===== config.mk =====
export PLATFORM = sky130hd
export DESIGN_NAME = merged_pe_stage_sched
export DESIGN_NICKNAME = d
export VERILOG_FILES = /design/src/rtl/merged_pe_stage_sched.sv
export SDC_FILE = /design/constraint.sdc
export NUM_CORES = 1
export LEC_CHECK = 0
export CORE_MARGIN = 5
export CORE_UTILIZATION = 25
export DETAILED_ROUTE_END_ITERATION = 6
export PLACE_DENSITY_LB_ADDON = 0.12
export REMOVE_ABC_BUFFERS = 1
export SLEW_MARGIN = 10
export SYNTH_ARGS = -nofsm -noshare
export SYNTH_HDL_FRONTEND = slang
export SYNTH_SLANG_ARGS = --single-unit

===== constraint.sdc =====
create_clock -name clk -period 2.4 [get_ports clk]
set_input_delay 0.48 -clock clk [delete_from_list [all_inputs] [get_ports clk]]
set_output_delay 0.48 -clock clk [all_outputs]
set_load 0.02 [all_outputs]

===== src/rtl/merged_pe_stage_sched.sv =====
// Stage scheduler for the polar SC decoder: streams P LLR pairs through one
// shared merged PE and writes the mode/psum-selected result to the next stage.
module merged_pe_stage_sched #(
    parameter int W     = 9,
    parameter int LEN_W = 6
) (
    input  logic             clk,
    input  logic             rst_n,
    input  logic             start,
    input  logic             mode,
    input  logic [LEN_W-1:0] num_pairs,
    output logic             rd_en,
    output logic [LEN_W-1:0] rd_addr,
    input  logic [W-1:0]     rd_data_a,
    input  logic [W-1:0]     rd_data_b,
    input  logic             rd_psum,
    output logic [W-1:0]     pe_in1,
    output logic [W-1:0]     pe_in2,
    input  logic [W-1:0]     pe_out1,
    input  logic [W-1:0]     pe_out2,
    input  logic [W-1:0]     pe_out3,
    output logic             wr_en,
    output logic [LEN_W-1:0] wr_addr,
    output logic [W-1:0]     wr_data,
    input  logic             out_ready,
    output logic             busy,
    output logic             done
);

    typedef enum logic [1:0] {IDLE, RUN, DRAIN, FIN} state_t;

    state_t           r_state;
    logic             r_mode;
    logic [LEN_W-1:0] r_last;
    logic             r_rd_en;
    logic [LEN_W-1:0] r_rd_addr;
    logic             r_busy;
    logic             r_done;

    logic             r_s1_vld;
    logic [LEN_W-1:0] r_s1_addr;
    logic             r_pe_vld;
    logic [LEN_W-1:0] r_pe_addr;
    logic [W-1:0]     r_pe_in1;
    logic [W-1:0]     r_pe_in2;
    logic             r_psum;
    logic             r_wr_en;
    logic [LEN_W-1:0] r_wr_addr;
    logic [W-1:0]     r_wr_data;

    logic             w_stall;
    logic             w_empty;
    logic [W-1:0]     w_sel;

    assign w_stall = r_wr_en & ~out_ready;
    // Pipeline drains this cycle: nothing in flight and the last write (if any) transfers now.
    assign w_empty = ~r_rd_en & ~r_s1_vld & ~r_pe_vld & ~w_stall;

    always_ff @(posedge clk or negedge rst_n) begin
        if (!rst_n) begin
            r_state   <= IDLE;
            r_mode    <= 1'b0;
            r_last    <= '0;
            r_rd_en   <= 1'b0;
            r_rd_addr <= '0;
            r_busy    <= 1'b0;
            r_done    <= 1'b0;
        end else begin
            case (r_state)
                IDLE: begin
                    r_done <= 1'b0;
                    if (start) begin
                        r_mode    <= mode;
                        r_last    <= num_pairs - 1'b1;
                        r_rd_addr <= '0;
                        r_busy    <= 1'b1;
                        // P=0 passes through DRAIN so busy is visible for one cycle before done.
                        if (num_pairs != '0) begin
                            r_rd_en <= 1'b1;
                            r_state <= RUN;
                        end else begin
                            r_state <= DRAIN;
                        end
                    end
                end
                RUN: begin
                    if (!w_stall) begin
                        if (r_rd_addr == r_last) begin
                            r_rd_en <= 1'b0;
                            r_state <= DRAIN;
                        end else begin
                            r_rd_addr <= r_rd_addr + 1'b1;
                        end
                    end
                end
                DRAIN: begin
                    if (w_empty) begin
                        r_busy  <= 1'b0;
                        r_done  <= 1'b1;
                        r_state <= FIN;
                    end
                end
                FIN: begin
                    r_done  <= 1'b0;
                    r_state <= IDLE;
                end
                default: r_state <= IDLE;
            endcase
        end
    end

    always_comb begin
        w_sel = pe_out1;
        if (r_mode) w_sel = r_psum ? pe_out3 : pe_out2;
    end

    // The memory holds its data while rd_en is low, so S1 may capture after a stall ends.
    always_ff @(posedge clk or negedge rst_n) begin
        if (!rst_n) begin
            r_s1_vld  <= 1'b0;
            r_s1_addr <= '0;
            r_pe_vld  <= 1'b0;
            r_pe_addr <= '0;
            r_pe_in1  <= '0;
            r_pe_in2  <= '0;
            r_psum    <= 1'b0;
            r_wr_en   <= 1'b0;
            r_wr_addr <= '0;
            r_wr_data <= '0;
        end else if (!w_stall) begin
            r_s1_vld  <= r_rd_en;
            r_s1_addr <= r_rd_addr;
            r_pe_vld  <= r_s1_vld;
            if (r_s1_vld) begin
                r_pe_in1  <= rd_data_a;
                r_pe_in2  <= rd_data_b;
                r_psum    <= rd_psum;
                r_pe_addr <= r_s1_addr;
            end
            r_wr_en <= r_pe_vld;
            if (r_pe_vld) begin
                r_wr_addr <= r_pe_addr;
                r_wr_data <= w_sel;
            end
        end
    end

    assign rd_en   = r_rd_en & ~w_stall;
    assign rd_addr = r_rd_addr;
    assign pe_in1  = r_pe_in1;
    assign pe_in2  = r_pe_in2;
    assign wr_en   = r_wr_en;
    assign wr_addr = r_wr_addr;
    assign wr_data = r_wr_data;
    assign busy    = r_busy;
    assign done    = r_done;

endmodule

* Word level (Yosys, flattened, before mapping)
Index checks and enable logic that the tools add are counted.
** Cells by class
- Bitwise logic cells :: 10
- Muxes and demuxes :: 22
- Add/sub/neg operators :: 2
- Reductions and logical operators :: 14
- Equal/unequal tests :: 10
** Operators with widths (count)
- $mux W6 :: 3
- $mux W9 :: 2
- $ne A2 B2 Y1 const B :: 6
- $pmux W6 S2 :: 1
- $mux W2 :: 5
- $pmux W2 S4 :: 1
- $reduce_and A2 Y1 :: 4
- $reduce_and A4 Y1 :: 2
- $mux W1 :: 7
- $add A6 B1 Y6 const B :: 1
- $eq A6 B6 Y1 :: 1
- $pmux W1 S2 :: 3
- $reduce_bool A2 Y1 :: 3
- $reduce_bool A6 Y1 :: 1
- $sub A6 B1 Y6 const B :: 1
- $and A1 B1 Y1 :: 5
- $not A1 Y1 :: 5
- $reduce_and A5 Y1 :: 1
- $eq A2 B2 Y1 const B :: 2
- $reduce_and A3 Y1 :: 1
- $eq A2 B1 Y1 const B :: 1
- $logic_not A2 Y1 :: 1
- $reduce_or A2 Y1 :: 1
** Storage, ports and cells
- Flip-flop bits (word level) :: 67
- Output and inout bits :: 43
- Bits of input ports :: 57
- Logic and storage cells :: 75

* Logic depth before layout (Yosys ltp)
- Depth in word-level cells :: 6
- Gate-level depth with buffers :: 8
- Mapped depth without buffers :: 7

* Least setup slack after synthesis
No wires, ideal clock.
- Path kind :: register to register
- Start point :: reg r_rd_addr[3] (netlist: rd_addr[3])
- End point :: reg r_state[1]
- Path slack :: 0.486 ns
- Buffers on the path :: 1
- Clock period less this slack :: 1.914 ns
- Cell stages (with the launch flop) :: 7
- Library setup time :: 0.125 ns
- Required time :: 2.275 ns
- Arrival time :: 1.789 ns
- Cells stage by stage :: dfrtp_1 -> buf_6 -> xnor2_2 -> nand4_2 -> or2_4 -> a211o_1 -> mux2_4
** On the way
- Word-level cells in the longest chain between the ends :: 3
** RTL lines
- from (decl) :: RTL line 36 : logic [LEN_W-1:0] r_rd_addr;
- from (signal assigned) :: RTL line 92 : r_rd_addr <= r_rd_addr + 1'b1;
- $eq A6 B6 Y1 :: RTL line 88 : if (r_rd_addr == r_last) begin
- $ne A2 B2 Y1 (no line)
- $reduce_and A4 Y1 (no line)
- to (signal assigned) :: RTL line 90 : r_state <= DRAIN;
- to (signal assigned) :: RTL line 100 : r_state <= FIN;
- to (signal assigned) :: RTL line 105 : r_state <= IDLE;
- to (decl) :: RTL line 32 : state_t r_state;
Every way passes these cells.
A chain may end at the register's enable or synchronous reset.

* Final worst setup path
- Start point :: in out_ready
- End point :: out rd_en
** On the way
- Word-level cells in the longest chain between the ends :: 4
** RTL lines
- from (decl) :: RTL line 25 : input logic out_ready,
- $not A1 Y1 :: RTL line 55 : assign w_stall = r_wr_en & ~out_ready;
- $and A1 B1 Y1 :: RTL line 55
- $not A1 Y1 (no line)
- $and A1 B1 Y1 :: RTL line 148 : assign rd_en = r_rd_en & ~w_stall;
- to (decl) :: RTL line 12 : output logic rd_en,
Every way passes these cells.

==> results.txt <==
Final hold vios: 0
Sw Ratio: 26.88%
FF-to-FF setup slack: 440 ps
Cts bufs inserted: 9
CP max stage cell: clkdlybuf4s50_1
Worst EP arrival: 1850 ps
Critical Path Source Type: primary input
Rows: 40
CP startpoint: out_ready
Number of flops mapped to enable cells by yosys: 0
Slew @ Worst Pin: 538.8 ps
Synth cell types: 34
Switching Power: 1.139 mW
Worst path max stage delay: 610 ps
Number of H-tree levels: 3
CTS Hold Bufs: 0
Via count: 2348
Port bufs: 99
Routed WL per cell: 12.86 um
Hold crit path type: primary input to async pin
IO Count: 100
DRT iter0 DRCs: 62
Crit path max-delay family: buffers and inverters
ANT nets after route: 0
Via density per instance: 4.208
Met1 usage: 11.91%
Post-Place Cells: 542
Setup bufs post-CTS: 0
Minimum clock period: 2331 ps
Clock power share: 37.8%
Logic pwr share: 27.2%
Layout cells sized above 1: 16.92%
P_leak: 1.982 nW
Clock tree sinks: 67
Gpl congestion: 0.7454
P per Cell Area: 906.2 nW/um2
Register area share after synthesis: 54.34%
Outcome: finished clean
Most used routing layer: met2
Final number of setup-violating endpoints: 0
WL final: 7176 um
# Max-Cap Violations: 0
Area contributors post-synth: dfrtp_1 54%, mux2_2 12%, nand2_1 6.3%, o21ai_0 5.5%, mux2i_1 3.6%
Ys async rst share: 100.0%
Reg clk slew, reported paths: 60 ps
Antenna Diode Count: 0
CP Cell Sequence: clkdlybuf4s50_1 -> nand2b_1 -> and2_1 -> clkdlybuf4s50_1
Non-Filler Instances: 558
Critical path buffer and inverter count: 2
Final core utilization: 38.76%
Unrepaired setup endpoints after global routing: false
Vias in the first global route: 2357
Cts repair resizes: 0
CP endpoint kind: output pin
Worst reg2reg path endpoint: rd_addr[5]
Max-slew headroom: 64.08%
Die area: 14660 um2
Layout Skew: 6.793 ps
Synth Flop Type: dfrtp_1
Area Growth Syn to Fin: 51.50%
CP Depth: 4
Nets: 449
Gr usage total: 10.06%
Pin count of the biggest net entering global routing: 40
Die Y: 121.1 um
Fmax: 429.1 MHz
Clock latency on the worst-skew pair: 320 ps
Met2 usage: 16.99%
Critical R2R Launch: r_state[0]
First-pass GRT wire length: 11740 um
Top cell by count, worst path: clkdlybuf4s50_1
Clk buf depth: 2
Final Max Tran Viols: 0
Max FO, Critical Path: 2
Period utilization: 97.11%
Core area: 12060 um2
Global route overflow: 0
Int Power: 3.098 mW
Setup TNS: 0 ps
Synthesis Warnings: 0
Initial Utilization: 25.58%
Critical path type: primary input to output pin
Post-Syn Instances: 277
Mapped Area: 3085 um2
Sequential share of power: 35.0%
Clock Tree Root: clkbuf_16
First-pass iteration count of the detailed router: 4
Worst IR drop on VDD: 0.0003714 V
Drt drc: 0
Initial antenna violation count: 0
Placed wire-length estimate: 5562 um
Area leader, netlist: dfrtp_1
Register bit total from synthesis: 67
Die X: 121.1 um
CTS tree: built
Post-synth top cells: 67 x dfrtp_1, 52 x nand2_1, 34 x o21ai_0
Req. time, crit path: 1920 ps
Critical Path Sink: rd_en
Grt met3 use: 3.869%
Synth top area share: 54.34%
Most instantiated library cell after synthesis: dfrtp_1
Reg2reg path depth: 6
Mean Syn Cell Area: 11.14 um2
layout make-up:
class	count	area, um2
clock buffers	9	225.2
multi-input cells	189	1318
repair buffers	111	1079
flip-flops and latches	67	1677
inverters	7	26.28
clock inverters	7	140.1
fillers	1194	7387
well taps	168	210.2
metrics by stage:
| stage | power, mW | hold slack [ps] | setup slack [ps] | cell area, um2 |
|---|---|---|---|---|
| finish | 4.236 | 118.1 | 69.41 | 4674 |
| global route | 4.452 | 160.8 | 17.50 | 4674 |
| CTS | 4.327 | 138.9 | 47.36 | 4674 |
| detailed placement | 2.690 | 458.6 | 63.53 | 4309 |
| global placement | 2.674 | 458.9 | 59.38 | 4309 |
| floorplan | 2.060 | 184.4 | 499.7 | 3020 |
registers in the layout, indices dropped and copies added (netlist names), 2 cells and up:
name,count
r_last,6
r_s1_addr,6
rd_addr,6
wr_data,9
pe_in2,9
pe_in1,9
r_pe_addr,6
wr_addr,6
r_state,2
routing by layer:
metal	wire length, um	up-vias
li1	-	1171
met4	57	0
met2	3661	50
met5	0	-
met1	3051	1122
met3	405	5
cells in the final DEF, fill, tap and decap left out, types with 3 or more instances in the layout:
cell and count:
nand2b_1 7, o311ai_0 3, nand2_1 52, nand3_1 3, a22o_1 3, o21ai_0 34
bufinv_16 4, nor2_1 7, inv_1 7, dfrtp_1 67, xnor2_1 7, buf_4 13
ha_1 7, mux2i_1 11, clkdlybuf4s50_1 98, mux2_2 33, clkbuf_16 9
kinds of logic (layout without fill, tap and decap cells):
family,count (synthesis),count (layout),share of synthesized area (%)
and+or+nand+nor,76,76,10.75
DFF,67,67,54.34
AOI/OAI and AO/OA,51,51,9.936
muxes,45,45,16.10
buffers and inverters,21,134,2.960
xor gates and xnor gates,10,10,3.082
adders and majority gates,7,7,2.838
worst register-to-register path, stage by stage (launching register included):
cell	delay (ps)
dfrtp_1	380
inv_1	90
ha_1	280
nor2b_1	190
a211o_1	360
buf_4	180
o311ai_0	350
power groups by stage:
| stage | combinational, mW | clock (mW) | sequential, mW |
|---|---|---|---|
| floorplan | 0.334 | 0 | 1.73 |
| global placement | 1.18 | 0 | 1.50 |
| detailed placement | 1.18 | 0 | 1.51 |
| CTS | 1.18 | 1.66 | 1.49 |
| global route | 1.23 | 1.70 | 1.52 |
| finish | 1.15 | 1.60 | 1.48 |
how the worst min path moves through the flow:
stage,slack [ps],endpoint,cells past startpoint
final,120,done,1
after global placement,460,r_s1_addr[3],2
after CTS,140,done,1
after global routing,160,done,1
after detailed placement,460,r_s1_addr[5],2
after floorplan,180,busy,0
No activity file was read; power rests on OpenSTA's default activity.
==> edit 1: new RTL, same flow settings <==
Change the parameter `LEN_W` from 6 to 12.
--- a/src/rtl/merged_pe_stage_sched.sv
+++ b/src/rtl/merged_pe_stage_sched.sv
@@ -3,5 +3,5 @@
 module merged_pe_stage_sched #(
     parameter int W     = 9,
-    parameter int LEN_W = 6
+    parameter int LEN_W = 12
 ) (
     input  logic             clk,
Ports: changed (resized num_pairs, rd_addr and wr_addr); port bits go from 100 to 118. The function was not compared with the original's and may differ.
==> edit 1 against the original RTL <==
Total power grew 70%. Routed wire length grew 66%. Largest cell class unchanged. Sequential cell count grew 30. Global-route usage grew 1.6 points. Area after synthesis grew 50%. Cell area grew 39%. Combinational power grew to 2.7 times the old value. First-iteration DRC count grew 29%. Hold slack gained 0.34 ns. Register-to-register slack lost 0.20 ns. Setup slack gained 0.017 ns.
==> edit 1: results (changes against the original RTL) <==
- The path class of the tightest hold or removal check is register to register.
- The detailed-route DRC error count is 0 (unchanged).
- The run finished with clean final reports.
- The total net switching power came to 2.69 mW (+140%).
- The antenna diode count came to 0 (unchanged).
- The share of synthesized flip-flops with an asynchronous set or reset is 1.00 (unchanged).
- In the synthesized netlist, the cells that appear most often are 97 x dfrtp_1, 84 x nand2_1, 45 x mux2_2.
- The area share of fa/ha/maj cells after synthesis is 0.0189 (-0.00944).
- The clock-pin slew on the worst setup and hold paths is 0.08 ns (+0.02 ns).
- Yosys attributes the largest share of cell area to dfrtp_1 53%, mux2_2 11%, nand2_1 6.8%.
- The clock latency of the later-clocked register in the worst-skew pair is 0.35 ns (+0.03 ns).
- The kind of cell with the highest combined delay on the critical path is buffers and inverters.
- The cell at the slowest stage of the critical path is clkdlybuf4s50_1.
- The slew at the pin closest to its max-slew limit is 0.619 ns (+0.0800 ns).
- The post-CTS setup-driven buffer insertion count was 0 (unchanged).
- The fraction of synthesized cell area in xor and xnor cells is 0.0398 (+0.00898).
- The sequential-to-total area share from yosys stat was 0.525 (-0.0182).
- The share of post-route cells with drive strength above 1 is 0.171 (+0.00215).
- The number of CTS-inserted buffers was 9 (unchanged).
- The violation count after the first detailed-routing iteration is 80 (+29%).
- The H-tree depth is 3 (unchanged).
- The placer's final routability congestion estimate was 0.766 (+2.8%).
- The portion of netlist area occupied by mux cells came to 0.138 (-0.0232).
- The half-perimeter wire length of the detailed placement result was 8.86 mm (+59%).
- The mean instance size in the synthesized netlist is 10.6 sq um (-4.6%).
- The synthesized-area fraction occupied by ao, oa, aoi and oai cells is 0.0956 (-0.00379).
- The total routed wirelength is 11.9 mm (+66%).
- The biggest cell delay along the critical path is 0.61 ns (about the same).
- The number of synthesis warnings is 0 (unchanged).
- The fraction of post-synthesis cell area in the top cell type by area is 0.525 (-0.0182).
- The ratio of routed vias to standard cells is 4.49 (+6.6%).
- The master cell of the clock root buffer is clkbuf_16.
- The number of antenna violations at the first check in global routing is 0 (unchanged).
- The arrival time reported for the critical path endpoint is 1.83 ns (-0.02 ns).
- The largest clock skew in the final design is 0.00947 ns (+0.00268 ns).
- The distinct cell type count of the synthesized netlist is 49 (+44%).
- The final layout net count came to 631 (+41%).
- The number of buffers inserted by port buffering was 117 (+18%).
- The average detailed-routed wire length per instance is 15.0 microns (+16%).
- The final-layout fill cell count was 1831 (+53%).
- The worst-path maximum fanout was 2 (unchanged).
- The number of global-route vias before repair is 3714 (+58%).
- The pin count of the biggest net entering global routing is 59 (+48%).
- The count of TritonRoute iterations in the first routing pass is 4 (unchanged).
- The maximum count of clock buffers along a single path is 2 (unchanged).
- The peak supply drop is 302 uV (-19%).
- The combined global-route utilization of all metal layers is 0.116 (+0.0156).
- The leakage dissipation is 2.87 nW (+45%).
- The first-pass GRT wire length is 20.1 mm (+71%).
- The number of placed instances, taps included came to 778 (+44%).
## edit 1: area by class of cell
| type | count | area share |
|---|---|---|
| inverters | 7 | 0.00404 |
| clock inverters | 7 | 0.0119 |
| repair buffers | 144 | 0.217 |
| multi-input cells | 302 | 0.315 |
| well taps | 229 | 0.0441 |
| clock buffers | 9 | 0.0346 |
| flip-flops and latches | 97 | 0.373 |
## edit 1: tightest hold or removal path: stages (launching register included)
cell and delay, ns:
dfrtp_1 0.34, nand2_1 0.05, nand2_1 0.04
## edit 1: what timing repair did
action	4_1_cts	5_1_grt
hold endpoints to repair	5	0
resized for setup	0	0
hold buffers	1	0
## edit 1: worst paths after layout
path	startpoint	to	slack [ns]	cells after the start
max	out_ready	rd_en	0.09	4
min	r_s1_addr[2]	r_s1_addr[2]	0.46	2
max reg2reg	rd_addr[0]	rd_addr[11]	0.24	5
min reg2reg	r_s1_addr[2]	r_s1_addr[2]	0.46	2
max in group asynchronous	rst_n	r_last[2]	1.29	3
min in group asynchronous	rst_n	wr_data[6]	0.48	2
## edit 1: power groups by stage
stage	clock network, mW	logic (mW)	registers (mW)
floorplan	0	1.38	2.98
global placement	0	3.13	2.65
detailed placement	0	3.16	2.68
CTS	1.55	3.17	2.65
global route	1.60	3.42	2.73
finish	1.48	3.10	2.63
## edit 1: logic make-up (layout without fill, tap and decap cells)
| logic type | after synthesis | in the layout |
|---|---|---|
| xor+xnor | 21 | 21 |
| mux | 58 | 58 |
| simple gates | 145 | 145 |
| buf+inv | 36 | 167 |
| flops | 97 | 97 |
| fa+ha+maj | 7 | 7 |
| compound gates | 71 | 71 |
## edit 1: layer usage
| layer | up-vias | global-route usage | part of all wire |
|---|---|---|---|
| li1 | 1767 | - | - |
| met1 | 1703 | 0.152 | 0.47 |
| met2 | 83 | 0.187 | 0.47 |
| met3 | 14 | 0.0249 | 0.041 |
| met4 | 0 | 0.0489 | 0.019 |
| met5 | - | 0 | 0 |
## edit 1: stage by stage
step / hold WS, ns / util / area (sq um) / setup slack, ns
2_1_floorplan: 0.184 / - / 4500 / 0.0213
3_3_place_gp: 0.307 / 0.342 / 6190 / 0.00303
3_5_place_dp: 0.310 / 0.342 / 6190 / -0.0562
4_1_cts: 0.468 / 0.360 / 6500 / 0.0796
5_1_grt: 0.482 / 0.360 / 6500 / 0.0129
6_report: 0.463 / 0.360 / 6500 / 0.0869
==> edit 2: new RTL, same settings <==
Made on the original files. Add an input register stage for `mode`; this delays it by one clock. The other inputs are not delayed to match.
--- a/src/rtl/merged_pe_stage_sched.sv
+++ b/src/rtl/merged_pe_stage_sched.sv
@@ -29,4 +29,10 @@
 
     typedef enum logic [1:0] {IDLE, RUN, DRAIN, FIN} state_t;
+
+    logic mode_q;
+
+    always_ff @(posedge clk) begin
+        mode_q <= mode;
+    end
 
     state_t           r_state;
@@ -71,5 +77,5 @@
                     r_done <= 1'b0;
                     if (start) begin
-                        r_mode    <= mode;
+                        r_mode    <= mode_q;
                         r_last    <= num_pairs - 1'b1;
                         r_rd_addr <= '0;
Behaviour: not the same (a bounded check fails within 10 cycles, from zero or initial values and one cycle with rst_n low).
==> edit 2 against the original RTL <==
Setup slack better by 0.0015 ns. Cell area barely moved. Sequential cell count rose by 1. Non-clock buffer count down 5. Area after synthesis grew 0.65%. Total power increased by 0.62%. Routed wire length down 2.6%. Critical path type unchanged. Largest power group unchanged.
==> edit 2: results (changes against the original RTL) <==
- The internal portion of total power is 3.12 mW (+0.74%).
- The cell at the slowest stage of the critical path is clkdlybuf4s50_1.
- The placed cell area is 4320 sq um (+0.17%).
- Sorting the synthesized cells by area gives the leading types as dfrtp_1 54%, mux2_2 12%, nand2_1 6.3%.
- The violation count after the first detailed-routing iteration is 93 (+50%).
- The half-perimeter wire length of the detailed placement result was 5.17 mm (-7.1%).
- The first-pass GRT wire length was 12.0 mm (+2.4%).
- In the synthesized netlist, the cells that appear most often are 67 x dfrtp_1, 52 x nand2_1, 34 x o21ai_0.
- The number of placed instances, taps included came to 538 (-0.74%).
- The number of global-route vias before repair is 2446 (+3.8%).
- The peak supply drop was 384 uV (+3.5%).
- The sequential-to-total area share from yosys stat was 0.546 (+0.00294).
- The post-CTS setup-driven buffer insertion count is 0 (unchanged).
- The worst-path maximum fanout is 2 (unchanged).
- The distinct cell type count of the synthesized netlist came to 35 (+2.9%).
- The largest clock skew in the final design is 0.00661 ns (-0.000182 ns).
- The share of synthesized flip-flops with an asynchronous set or reset is 0.985 (-0.0147).
- The ratio of routed vias to standard cells came to 4.13 (-1.9%).
- The number of antenna violations at the first check in global routing is 0 (unchanged).
- The combined global-route utilization of all metal layers came to 0.103 (+0.00198).
- The flow ran to the end, and the final reports show no timing, DRC or antenna violations.
- The mean instance size in the synthesized netlist is 11.2 sq um (+0.29%).
- The leakage dissipation is 1.98 nW (-0.29%).
- The placer's final routability congestion estimate is 0.732 (-1.7%).
- The slew at the pin closest to its max-slew limit is 0.521 ns (-0.0177 ns).
- The final layout net count is 445 (-0.89%).
- The pin count of the biggest net entering global routing came to 68 (+70%).
- The post-placement setup slack is 0.0595 ns (-0.00403 ns).
- The number of standard cells in the layout, taps in and fillers out is 553 (-0.90%).
- The share of post-route cells with drive strength above 1 is 0.156 (-0.0134).
- The total routed wirelength is 6.99 mm (-2.6%).
## edit 2: cell types whose count changed after synthesis, sizes merged
cell   unedited run  this run
dfxtp             0         1
## edit 2: layout make-up
type	instances	area (sq um)
well taps	168	210
multi-input cells	189	1320
clock inverters	6	136
inverters	7	26.3
fillers	1230	7430
flip-flops and latches	68	1700
repair buffers	106	1070
clock buffers	9	225
## edit 2: final timing paths
check | startpoint | end | slack (ns)
max | out_ready | rd_en | 0.07
min | rst_n | busy | 0.15
max reg2reg | r_state[1] | rd_addr[3] | 0.44
min reg2reg | mode_q | r_mode | 0.46
max in group asynchronous | rst_n | r_pe_addr[4] | 1.95
min in group clk | mode_q | r_mode | 0.46
## edit 2: cell families (layout without fill, tap and decap cells)
family	after synthesis	after routing	synth area share
AO/OA/AOI/OAI	51	51	0.0987
XOR/XNOR	10	10	0.0306
adder cells (fa/ha/maj)	7	7	0.0282
buffers and inverters	21	128	0.0294
flip-flops	68	68	0.546
multiplexers	45	45	0.160
AND/OR/NAND/NOR	76	76	0.107
## edit 2: power by group through the flow
stage / Combinational (mW) / Sequential [mW] / Clock, mW
floorplan: 0.334 / 1.74 / 0
global placement: 1.18 / 1.52 / 0
detailed placement: 1.19 / 1.53 / 0
global route: 1.25 / 1.54 / 1.72
finish: 1.16 / 1.50 / 1.60
CTS: 1.19 / 1.51 / 1.66
## edit 2: critical path, delay by kind of cell
kind,cells,cell delay [ns]
buffers and inverters,2,1.08
and+or+nand+nor,2,0.29
## edit 2: metal layers
layer,GRT usage,share of wire,vias up
met4,0.0441,0.020,0
li1,-,-,1162
met1,0.123,0.43,1051
met3,0.0392,0.069,12
met2,0.163,0.48,57
met5,0,0,-
